File: src/rtl/uart_pkg.sv
// Shared UART definitions: receiver state encoding, parity modes and bit timing.
package uart_pkg;

    typedef enum logic [2:0] {
        IDLE,
        START,
        DATA,
        PARITY,
        STOP1,
        STOP2,
        WAIT_IDLE
    } rx_state_t;

    localparam int PARITY_NONE = 0;
    localparam int PARITY_ODD  = 1;
    localparam int PARITY_EVEN = 2;

    // aclk cycles per line bit (truncating); the transmitter uses the same rounding
    function automatic int cycles_per_bit(input int clk_freq_mhz, input int bit_rate);
        return (clk_freq_mhz * 1000000) / bit_rate;
    endfunction

endpackage

File: src/rtl/uart_rx_to_axis_if.sv
// Single-beat AXI-Stream link carrying one received UART word.
interface uart_rx_to_axis_if;
    logic [7:0] tdata;
    logic       tvalid;
    logic       tready;

    modport master (output tdata, output tvalid, input tready);
    modport slave  (input tdata, input tvalid, output tready);
endinterface

File: src/rtl/uart_rx_sync.sv
// Two-flop synchroniser for the asynchronous RX line plus falling-edge detect.
// Flops reset to 1 (line idle) so reset release never looks like a start edge.
module uart_rx_sync (
    input  logic aclk,
    input  logic aresetn,
    input  logic rx,
    output logic rxs,
    output logic fall
);
    logic meta;
    logic rxs_prev;

    // metastability stage, synchronised line, and one cycle of history for edge detect
    always_ff @(posedge aclk) begin
        if (!aresetn) begin
            meta     <= 1'b1;
            rxs      <= 1'b1;
            rxs_prev <= 1'b1;
        end else begin
            meta     <= rx;
            rxs      <= meta;
            rxs_prev <= rxs;
        end
    end

    assign fall = rxs_prev & ~rxs;
endmodule

File: src/rtl/uart_rx_to_axis.sv
// UART receiver delivering each good word as one AXI-Stream beat.
// Framing/parity/overrun events are reported as single-cycle pulses.
module uart_rx_to_axis
    import uart_pkg::*;
#(
    parameter int CLK_FREQ      = 100,
    parameter int BIT_RATE      = 115200,
    parameter int BIT_PER_WORD  = 8,
    parameter int PARITY_BIT    = 0,
    parameter int STOP_BITS_NUM = 1
) (
    input  logic                      aclk,
    input  logic                      aresetn,
    input  logic                      RX,
    uart_rx_to_axis_if.master         m_axis,
    output logic                      frame_err,
    output logic                      parity_err,
    output logic                      overrun
);
    localparam int              P      = cycles_per_bit(CLK_FREQ, BIT_RATE);
    localparam int              TW     = $clog2(P);
    localparam logic [TW-1:0]   T_HALF = TW'(P / 2);
    localparam logic [TW-1:0]   T_LAST = TW'(P - 1);
    localparam logic [2:0]      B_LAST = 3'(BIT_PER_WORD - 1);

    rx_state_t     state_q, state_d;
    logic          rxs, fall;
    logic [TW-1:0] timer_q;
    logic [2:0]    bit_cnt_q;
    logic [7:0]    shreg_q;
    logic          par_bad_q;
    logic          sample;
    logic          par_exp;
    logic [7:0]    word;
    logic          fe_ev, pe_ev, good_ev;
    logic          hold_busy;

    uart_rx_sync u_sync (
        .aclk    (aclk),
        .aresetn (aresetn),
        .rx      (RX),
        .rxs     (rxs),
        .fall    (fall)
    );

    // The start bit is sampled mid-bit; the timer is then zeroed there so every
    // later bit is sampled one full period on, i.e. also mid-bit.
    assign sample    = (state_q == START) ? (timer_q == T_HALF) : (timer_q == T_LAST);
    // Bits are shifted in from the top, so unused low bits stay 0 and the XOR
    // over the whole register equals the XOR over the data bits.
    assign par_exp   = (PARITY_BIT == PARITY_ODD) ? ~^shreg_q : ^shreg_q;
    assign word      = shreg_q >> (8 - BIT_PER_WORD);
    assign hold_busy = m_axis.tvalid && !m_axis.tready;

    // state register
    always_ff @(posedge aclk) begin
        if (!aresetn) state_q <= IDLE;
        else          state_q <= state_d;
    end

    // next state and per-frame completion events
    always_comb begin
        state_d = state_q;
        fe_ev   = 1'b0;
        pe_ev   = 1'b0;
        good_ev = 1'b0;
        case (state_q)
            IDLE:   if (fall) state_d = START;
            START:  if (sample) state_d = rxs ? IDLE : DATA;
            DATA:   if (sample && bit_cnt_q == B_LAST)
                        state_d = (PARITY_BIT != PARITY_NONE) ? PARITY : STOP1;
            PARITY: if (sample) state_d = STOP1;
            STOP1, STOP2: begin
                if (sample) begin
                    if (!rxs) begin
                        fe_ev   = 1'b1;
                        state_d = WAIT_IDLE;
                    end else if (state_q == STOP1 && STOP_BITS_NUM == 2) begin
                        state_d = STOP2;
                    end else begin
                        // leave at the stop-bit midpoint so the next start edge is seen early
                        pe_ev   = par_bad_q;
                        good_ev = !par_bad_q;
                        state_d = IDLE;
                    end
                end
            end
            WAIT_IDLE: if (rxs) state_d = IDLE;
            default:   state_d = IDLE;
        endcase
    end

    // bit timer, bit counter, shift register and parity flag
    always_ff @(posedge aclk) begin
        if (!aresetn) begin
            timer_q   <= '0;
            bit_cnt_q <= '0;
            shreg_q   <= '0;
            par_bad_q <= 1'b0;
        end else begin
            if (state_q == IDLE || state_q == WAIT_IDLE || sample) timer_q <= '0;
            else                                                   timer_q <= timer_q + 1'b1;
            if (sample) begin
                if (state_q == START) begin
                    bit_cnt_q <= '0;
                    shreg_q   <= '0;
                    par_bad_q <= 1'b0;
                end else if (state_q == DATA) begin
                    shreg_q   <= {rxs, shreg_q[7:1]};
                    bit_cnt_q <= bit_cnt_q + 1'b1;
                end else if (state_q == PARITY) begin
                    par_bad_q <= (rxs != par_exp);
                end
            end
        end
    end

    // stream output register and status pulses; a held word is never replaced
    always_ff @(posedge aclk) begin
        if (!aresetn) begin
            m_axis.tdata  <= '0;
            m_axis.tvalid <= 1'b0;
            frame_err     <= 1'b0;
            parity_err    <= 1'b0;
            overrun       <= 1'b0;
        end else begin
            frame_err  <= fe_ev;
            parity_err <= pe_ev;
            overrun    <= good_ev && hold_busy;
            if (good_ev && !hold_busy) begin
                m_axis.tdata  <= word;
                m_axis.tvalid <= 1'b1;
            end else if (m_axis.tvalid && m_axis.tready) begin
                m_axis.tvalid <= 1'b0;
            end
        end
    end
endmodule

File: src/flat_wrapper.sv
// flat-port wrapper written by rule: the top's interface ports become plain ports
module uart_rx_to_axis_flat import uart_pkg::*;
#(
    parameter int CLK_FREQ      = 100,
    parameter int BIT_RATE      = 115200,
    parameter int BIT_PER_WORD  = 8,
    parameter int PARITY_BIT    = 0,
    parameter int STOP_BITS_NUM = 1
)
  (aclk, aresetn, RX, frame_err, parity_err, overrun, m_axis_tdata, m_axis_tvalid, m_axis_tready);
  uart_rx_to_axis_if m_axis_i ();
  input  logic aclk;
  input  logic aresetn;
  input  logic RX;
  output logic frame_err;
  output logic parity_err;
  output logic overrun;
  output wire logic [$bits(m_axis_i.tdata)-1:0] m_axis_tdata;
  output wire logic [$bits(m_axis_i.tvalid)-1:0] m_axis_tvalid;
  input wire logic [$bits(m_axis_i.tready)-1:0] m_axis_tready;
  assign m_axis_tdata = m_axis_i.tdata;
  assign m_axis_tvalid = m_axis_i.tvalid;
  assign m_axis_i.tready = m_axis_tready;
  uart_rx_to_axis #(.CLK_FREQ(CLK_FREQ), .BIT_RATE(BIT_RATE), .BIT_PER_WORD(BIT_PER_WORD), .PARITY_BIT(PARITY_BIT), .STOP_BITS_NUM(STOP_BITS_NUM)) u_core (.aclk(aclk), .aresetn(aresetn), .RX(RX), .m_axis(m_axis_i), .frame_err(frame_err), .parity_err(parity_err), .overrun(overrun));
endmodule
File: config.mk
export PLATFORM = sky130hd
export DESIGN_NAME = uart_rx_to_axis_flat
export DESIGN_NICKNAME = d
export VERILOG_FILES = /design/src/rtl/uart_pkg.sv /design/src/rtl/uart_rx_to_axis_if.sv /design/src/rtl/uart_rx_sync.sv /design/src/rtl/uart_rx_to_axis.sv /design/src/flat_wrapper.sv
export SDC_FILE = /design/constraint.sdc
export NUM_CORES = 1
export LEC_CHECK = 0
export CORE_UTILIZATION = 56
export CTS_CLUSTER_SIZE = 12
export DETAILED_ROUTE_END_ITERATION = 6
export PLACE_DENSITY = 0.78
export SLEW_MARGIN = 20
export SYNTH_ARGS = -nofsm -noshare
export SYNTH_HDL_FRONTEND = slang
export SYNTH_SLANG_ARGS = --single-unit
File: constraint.sdc
create_clock -name aclk -period 2 [get_ports aclk]
set_input_delay 0.2 -clock aclk [delete_from_list [all_inputs] [get_ports aclk]]
set_output_delay 0.2 -clock aclk [all_outputs]
set_load 0.02 [all_outputs]
==> impl_metrics.sql, run 1 <==
INSERT INTO impl_metrics (metric_group, metric, value, unit) VALUES
('logic_synthesis', 'synth.distinct_cells', '44', ''),
('logic_synthesis', 'synth.top_cells.by_area', 'sky130_fd_sc_hd__dfxtp_1 42%, sky130_fd_sc_hd__nand4_1 6.6%, sky130_fd_sc_hd__a21oi_1 5.8%, sky130_fd_sc_hd__xnor2_1 4.2%, sky130_fd_sc_hd__nor2_1 4.0%', ''),
('setup_path', 'crit_required', '2.22', 'ns'),
('place', 'place.gp.congestion', '0.795', ''),
('finish', 'nets', '233', ''),
('routing', 'detail_route.first_pass.iterations', '4', ''),
('routing', 'average_wire_per_standard_cell', '14.9', 'um'),
('finish', 'final.fill_count', '267', ''),
('clocking', 'cts_hold_repair.buffers', '0', ''),
('pwr', 'irDropWorstVdd', '0.000358', 'V'),
('setup_path', 'timing.critical_path.max_delay_family', 'compound AO/OA/AOI/OAI gates', ''),
('sta', 'maximum_achievable_frequency', '0.596', 'GHz'),
('place', 'placed_cell_area', '2080', 'um^2'),
('grt', 'grt_pass1_wl', '6840', 'um'),
('sta', 'worst_pin_slew', '0.643', 'ns'),
('routing', 'num_vias', '1629', ''),
('run', 'timing.max_cap.violations', '0', ''),
('place', 'hpwl', '2830', 'um'),
('pwr', 'leakage_component_of_the_power', '0.663', 'nW'),
('sta', 'hold-worst-slack', '0.408', 'ns'),
('setup_path', 'worst_path_largest_cell_delay', '0.47', 'ns'),
('logic_synthesis', 'synth_seq_cells', '40', ''),
('finish', 'layout.cell_area.non_filler', '2140', 'um^2'),
('grt', 'grt_remaining_overflow', '0', ''),
('finish', 'most_common_cell_after_layout_fill_and_taps_aside', 'sky130_fd_sc_hd__dfxtp_1', ''),
('logic_synthesis', 'synth_largest_area_cell', 'sky130_fd_sc_hd__dfxtp_1', ''),
('floorplanning', 'num_rows', '20', ''),
('clocking', 'cts_repair_resize_count', '0', ''),
('floorplanning', 'floorplan.initialDensity', '0.607', ''),
('sta', 'setup_repair_after_global_routing_missed_its_margin', 'no', ''),
('logic_synthesis', 'syn_area', '1900', 'um^2'),
('finish', 'layout-area-overhead-vs-synth', '12.6', '%'),
('clocking', 'clk-insertion-delay-late', '0.35', 'ns'),
('setup_path', 'worstPathArrival', '1.90', 'ns'),
('setup_path', 'path_max_fanout', '10', ''),
('floorplanning', 'fp.dieH', '60.2', 'um'),
('logic_synthesis', 'avgSynthCellArea', '9.00', 'um^2'),
('clocking', 'clock_root_buffer', 'sky130_fd_sc_hd__clkbuf_4', ''),
('logic_synthesis', 'synth_warn', '0', ''),
('place', 'buffer_ports.inserted', '15', ''),
('grt', 'grt_start_max_net_pins', '24', ''),
('routing', 'drt.antenna.violating_nets', '0', ''),
('sta', 'setup_total_negative_slack', '0', 'ns'),
('logic_synthesis', 'count_of_flip_flops_with_a_built_in_enable_after_synthesis', '0', ''),
('routing', 'remaining_drc_errors', '0', ''),
('outcome', 'result_of_the_run', 'finished, final reports clean', ''),
('logic_synthesis', 'synthArstFlopShare', '0', ''),
('routing', 'drt_iter0_drc', '77', ''),
('clocking', 'cts_tree', 'yes', ''),
('routing', 'drt_wl_total', '4040', 'um'),
('sta', 'timing_max_transition_violations_final', '0', ''),
('logic_synthesis', 'yosys.area.top_type_share', '0.422', ''),
('logic_synthesis', 'post_synth_inst_count', '211', ''),
('finish', 'insertedDiodeCount', '0', ''),
('clocking', 'cts.repair_timing.setup_buffer_count', '0', ''),
('clocking', 'cts-buffers-inserted', '5', ''),
('logic_synthesis', 'ys_dominant_reg_cell', 'sky130_fd_sc_hd__dfxtp_1', ''),
('routing', 'route.detailed.vias_per_inst', '6.01', ''),
('floorplanning', 'fp.coreArea', '3130', 'um^2'),
('grt', 'gr-usage-all-layers', '0.256', ''),
('sta', 'finalCritPeriodShare', '0.838', ''),
('logic_synthesis', 'mappedNetlistNets', '218', ''),
('logic_synthesis', 'seq_area_frac_synth', '0.422', ''),
('sta', 'finalClockSkew', '0.00995', 'ns'),
('clocking', 'cts_max_level', '2', ''),
('setup_path', 'timing.critical_path.to_type', 'flip-flop', ''),
('floorplanning', 'die_width', '60.2', 'um'),
('floorplanning', 'die-area', '3630', 'um^2'),
('sta', 'timing.final.hold_violations', '0', ''),
('sta', 'fin_crit', '1.68', 'ns'),
('grt', 'grt_antenna_before_repair', '0', '');
==> cell usage after synthesis, types with 3 or more instances <==
master and number:
sky130_fd_sc_hd__ha_1 3, sky130_fd_sc_hd__nand3_1 6, sky130_fd_sc_hd__a31oi_1 3, sky130_fd_sc_hd__nand2b_1 4, sky130_fd_sc_hd__buf_2 4, sky130_fd_sc_hd__o31ai_1 10, sky130_fd_sc_hd__nand2_1 10, sky130_fd_sc_hd__o21ai_0 10
sky130_fd_sc_hd__clkbuf_1 6, sky130_fd_sc_hd__a21oi_1 22, sky130_fd_sc_hd__nor2_1 20, sky130_fd_sc_hd__dfxtp_1 40, sky130_fd_sc_hd__nand4_1 20, sky130_fd_sc_hd__nor3_1 3, sky130_fd_sc_hd__xnor2_1 9, sky130_fd_sc_hd__inv_1 3
==> flip-flops by register name, indices dropped and copies added, names as in the netlist <==
name / cells
u_core.m_axis.tdata: 8
u_core.par_bad_q: 1
u_core.u_sync.meta: 1
u_core.frame_err: 1
u_core.u_sync.rxs: 1
u_core.bit_cnt_q: 3
u_core.timer_q: 10
u_core.m_axis.tvalid: 1
u_core.parity_err: 1
u_core.shreg_q: 8
u_core.u_sync.rxs_prev: 1
u_core.overrun: 1
u_core.state_q: 3
==> cell families after synthesis <==
logic type      Yosys count  share of synthesized area
simple gates             80                      0.240
compound gates           54                      0.173
flops                    40                      0.422
buf+inv                  18                     0.0507
xor+xnor                 13                     0.0744
mux                       3                     0.0211
fa+ha+maj                 3                     0.0198
==> worst paths after layout <==
| kind | startpoint | endpoint | slack, ns | depth (start not counted) |
|---|---|---|---|---|
| worst min-delay path | RX | u_core.u_sync.meta$_SDFF_PN1_ | 0.41 | 2 |
| worst max-delay path | u_core.state_q[1]$_SDFFE_PN0P_ | u_core.shreg_q[6]$_SDFFE_PN0P_ | 0.32 | 4 |
| worst max register to register | u_core.state_q[1]$_SDFFE_PN0P_ | u_core.shreg_q[6]$_SDFFE_PN0P_ | 0.32 | 4 |
| worst min register to register | u_core.u_sync.meta$_SDFF_PN1_ | u_core.u_sync.rxs$_SDFF_PN1_ | 0.42 | 1 |
==> cell type report <==
class,count,area (um^2),share of cell area
timing repair buffer,23,210,0.0983
inverter,3,11.3,0.00527
sequential,40,801,0.374
tap,44,55.1,0.0257
multi-input combinational,153,1000,0.469
clock buffer,8,58.8,0.0275
==> stage by stage <==
stage	utilization	cells	power [mW]	worst slack [ns]
2_1_floorplan	-	211	0.848	0.519
3_3_place_gp	0.665	263	0.862	0.415
5_1_grt	0.684	271	1.32	0.207
3_5_place_dp	0.665	263	0.863	0.371
6_report	0.684	271	1.26	0.323
4_1_cts	0.684	271	1.27	0.352
==> where the power goes <==
group          internal, mW  switching [mW]
Clock                 0.174           0.242
Combinational        0.0193          0.0219
Sequential            0.800         0.00430
Total                 0.993           0.268
==> per-layer routing <==
layer	vias up	wire length, um	GRT usage
li1	807	-	-
met3	8	131	0.0671
met1	785	1770	0.303
met5	-	0	0
met4	0	67	0.0997
met2	29	2080	0.438
Power figures use the tool's default switching activity.
==> run 2, diff against run 1 <==
--- a/config.mk
+++ b/config.mk
@@ -5,10 +5,10 @@
 export SDC_FILE = /design/constraint.sdc
 export NUM_CORES = 1
 export LEC_CHECK = 0
-export CORE_UTILIZATION = 56
+export CORE_UTILIZATION = 51
 export CTS_CLUSTER_SIZE = 12
 export DETAILED_ROUTE_END_ITERATION = 6
-export PLACE_DENSITY = 0.78
+export PLACE_DENSITY = 0.75
 export SLEW_MARGIN = 20
 export SYNTH_ARGS = -nofsm -noshare
 export SYNTH_HDL_FRONTEND = slang
==> constraint.sdc (replaced) <==
create_clock -name aclk -period 1.4 [get_ports aclk]
set_input_delay 0.14 -clock aclk [delete_from_list [all_inputs] [get_ports aclk]]
set_output_delay 0.14 -clock aclk [all_outputs]
set_load 0.02 [all_outputs]
==> run 2 against run 1 <==
Critical path depth up 3. Via count up 21%. Non-clock buffer count up 37. Sequential power up 43%. Clock-buffer cell count down 2. Cell count up 15%. Power up 73%. Sequential share of layout area down 7.5 points. Die area up 9.5%. Wire length up 36%. Global-route usage up 2.0 points. The flow now finishes with violations (setup timing). Clock skew up 0.0024 ns.
==> impl_metrics.sql, run 2 (same netlist as run 1, synthesis figures left out) <==
INSERT INTO impl_metrics (metric_group, metric, value, unit) VALUES
('place', 'hpwl', '3280', 'um'),
('outcome', 'failed_checks', 'setup timing', ''),
('floorplanning', 'ios', '16', ''),
('routing', 'drt_iter0_drc', '178', ''),
('floorplanning', 'die-area', '3970', 'um^2'),
('clocking', 'cts_max_level', '2', ''),
('grt', 'gr-usage-all-layers', '0.276', ''),
('routing', 'average_wire_per_standard_cell', '17.6', 'um'),
('clocking', 'clk-insertion-delay-late', '0.31', 'ns'),
('routing', 'detail_route.first_pass.iterations', '5', ''),
('routing', 'num_vias', '1965', ''),
('setup_path', 'worst_path_largest_cell_delay', '0.35', 'ns'),
('setup_path', 'slowest_cp_cell', 'sky130_fd_sc_hd__dfxtp_2', ''),
('finish', 'most-common-layout-cells', '35 x sky130_fd_sc_hd__buf_4, 35 x sky130_fd_sc_hd__dfxtp_1, 21 x sky130_fd_sc_hd__a21oi_1', ''),
('setup_path', 'worstPathBufferInverterCount', '3', ''),
('sta', 'maximum_achievable_frequency', '0.640', 'GHz'),
('clocking', 'cts_tree', 'yes', ''),
('setup_path', 'path_max_fanout', '5', ''),
('finish', 'nets', '272', ''),
('finish', 'final_util', '0.784', ''),
('floorplanning', 'die_width', '63.0', 'um'),
('pwr', 'leakage_component_of_the_power', '1.04', 'nW'),
('run', 'timing.max_cap.violations', '0', ''),
('setup_path', 'crit_type', 'flip-flop to flip-flop', ''),
('sta', 'setup_repair_after_global_routing_missed_its_margin', 'yes', ''),
('sta', 'slew_headroom', '0.758', ''),
('pwr', 'irDropWorstVdd', '0.000724', 'V'),
('grt', 'grt_pass1_wl', '8560', 'um'),
('min_path', 'hold_path.class', 'primary input to flip-flop', ''),
('sta', 'finalCritPeriodShare', '1.12', ''),
('grt', 'first_global_vias', '1779', ''),
('setup_path', 'worst_setup_path_start_kind', 'flip-flop', ''),
('sta', 'fin_crit', '1.56', 'ns'),
('place', 'place.detailed.instances', '293', ''),
('setup_path', 'timing.critical_path.max_delay_family', 'buffers and inverters', ''),
('finish', 'top_register', 'u_core.timer_q', ''),
('clocking', 'clockBufferDepth', '2', ''),
('routing', 'remaining_drc_errors', '0', ''),
('sta', 'finalClockSkew', '0.0124', 'ns'),
('floorplanning', 'fp.dieH', '63.0', 'um'),
('finish', 'layout.cell_area.non_filler', '2700', 'um^2'),
('sta', 'timing.final.setup_violations', '34', ''),
('clocking', 'cts_hold_repair.buffers', '0', ''),
('setup_path', 'worstPathArrival', '1.76', 'ns'),
('finish', 'insertedDiodeCount', '0', ''),
('finish', 'final_cell_count_no_fill', '312', ''),
('clocking', 'cts.clk_slew.worst_paths', '0.09', 'ns'),
('floorplanning', 'num_rows', '21', ''),
('finish', 'top_regs', 'u_core.timer_q x10, u_core.m_axis.tdata x8, u_core.shreg_q x8', ''),
('routing', 'route.detailed.vias_per_inst', '6.30', ''),
('sta', 'hold-worst-slack', '0.405', 'ns'),
('finish', 'largest_reg_flops', '10', ''),
('routing', 'drt.antenna.violating_nets', '0', ''),
('routing', 'drt_wl_total', '5490', 'um'),
('setup_path', 'crit_required', '1.59', 'ns'),
('grt', 'grt_start_max_net_pins', '20', ''),
('sta', 'timing.final.hold_violations', '0', ''),
('pwr', 'p_per_area', '810', 'nW/um^2'),
('place', 'buffer_ports.inserted', '15', ''),
('floorplanning', 'fp.coreArea', '3440', 'um^2'),
('sta', 'timing_max_transition_violations_final', '0', ''),
('place', 'place.gp.congestion', '0.898', ''),
('sta', 'worst_pin_slew', '0.360', 'ns'),
('clocking', 'clock_root_buffer', 'sky130_fd_sc_hd__clkbuf_8', ''),
('setup_path', 'timing.critical_path.mode_cell', 'sky130_fd_sc_hd__buf_4', ''),
('place', 'placed_cell_area', '2310', 'um^2'),
('finish', 'layout-area-overhead-vs-synth', '42.1', '%'),
('grt', 'grt_remaining_overflow', '0', ''),
('clocking', 'cts-buffers-inserted', '5', ''),
('finish', 'layout-drive-gt1-share', '0.338', ''),
('sta', 'layout_setup_ws', '-0.163', 'ns'),
('grt', 'grt_antenna_before_repair', '0', ''),
('setup_path', 'cell_chain_of_the_critical_path', 'nor3b_4 -> buf_4 -> buf_4 -> a22oi_2 -> buf_4 -> o21ai_0 -> a21oi_1', ''),
('outcome', 'result_of_the_run', 'finished, violations left', ''),
('setup_path', 'timing.critical_path.to_type', 'flip-flop', ''),
('clocking', 'cts.sinks', '40', ''),
('floorplanning', 'floorplan.initialDensity', '0.552', '');
## run 2: stage by stage
stage | setup WS [ns] | TNS (ns) | total power, mW
CTS | -0.0615 | -1.02 | 2.18
detailed placement | -0.124 | -2.00 | 1.25
finish | -0.163 | -1.88 | 2.19
global placement | -0.0766 | -0.858 | 1.24
floorplan | -0.0808 | -0.803 | 1.21
global route | -0.219 | -3.40 | 2.24
## run 2: cell type report
type	instances	area [um^2]
well taps	46	57.6
repair buffers	60	551
flip-flops and latches	40	810
inverters	3	11.3
clock inverters	2	35.0
clock buffers	6	72.6
fillers	216	743
multi-input cells	155	1160
## run 2: worst register-to-register path: cells and delay by family, from the launching register on
family	cells	cell delay, ns
buf+inv	3	0.49
compound gates	3	0.40
flops	1	0.35
simple gates	1	0.22
## run 2: worst paths after layout
path / startpoint / end / slack, ns / cells past startpoint
worst min-delay path: RX / u_core.u_sync.meta$_SDFF_PN1_ / 0.41 / 2
worst max-delay path: u_core.state_q[1]$_SDFFE_PN0P_ / u_core.shreg_q[4]$_SDFFE_PN0P_ / -0.16 / 7
worst max register to register: u_core.state_q[1]$_SDFFE_PN0P_ / u_core.shreg_q[4]$_SDFFE_PN0P_ / -0.16 / 7
worst min register to register: u_core.u_sync.meta$_SDFF_PN1_ / u_core.u_sync.rxs$_SDFF_PN1_ / 0.41 / 1
## run 2: layer usage
metal  routed length [um]  vias up  part of all wire  track usage
li1                     -      885                 -            -
met3                  456       19             0.083       0.0657
met2                 2640      128              0.48        0.446
met5                    0        -                 0            0
met1                 2240      933              0.41        0.344
met4                  150        0             0.027        0.128
## run 2: repair_timing
action,CTS,global route
endpoints found under the setup margin,36,41
gates cloned,2,1
buffers inserted,4,4
pin swaps,9,7
resized for setup,28,28
## run 2: power by group
group          internal [mW]  total (mW)  switching, mW
registers               1.14        1.15        0.00382
logic                 0.0475      0.0946         0.0471
clock network          0.529       0.948          0.418
total                   1.72        2.19          0.469
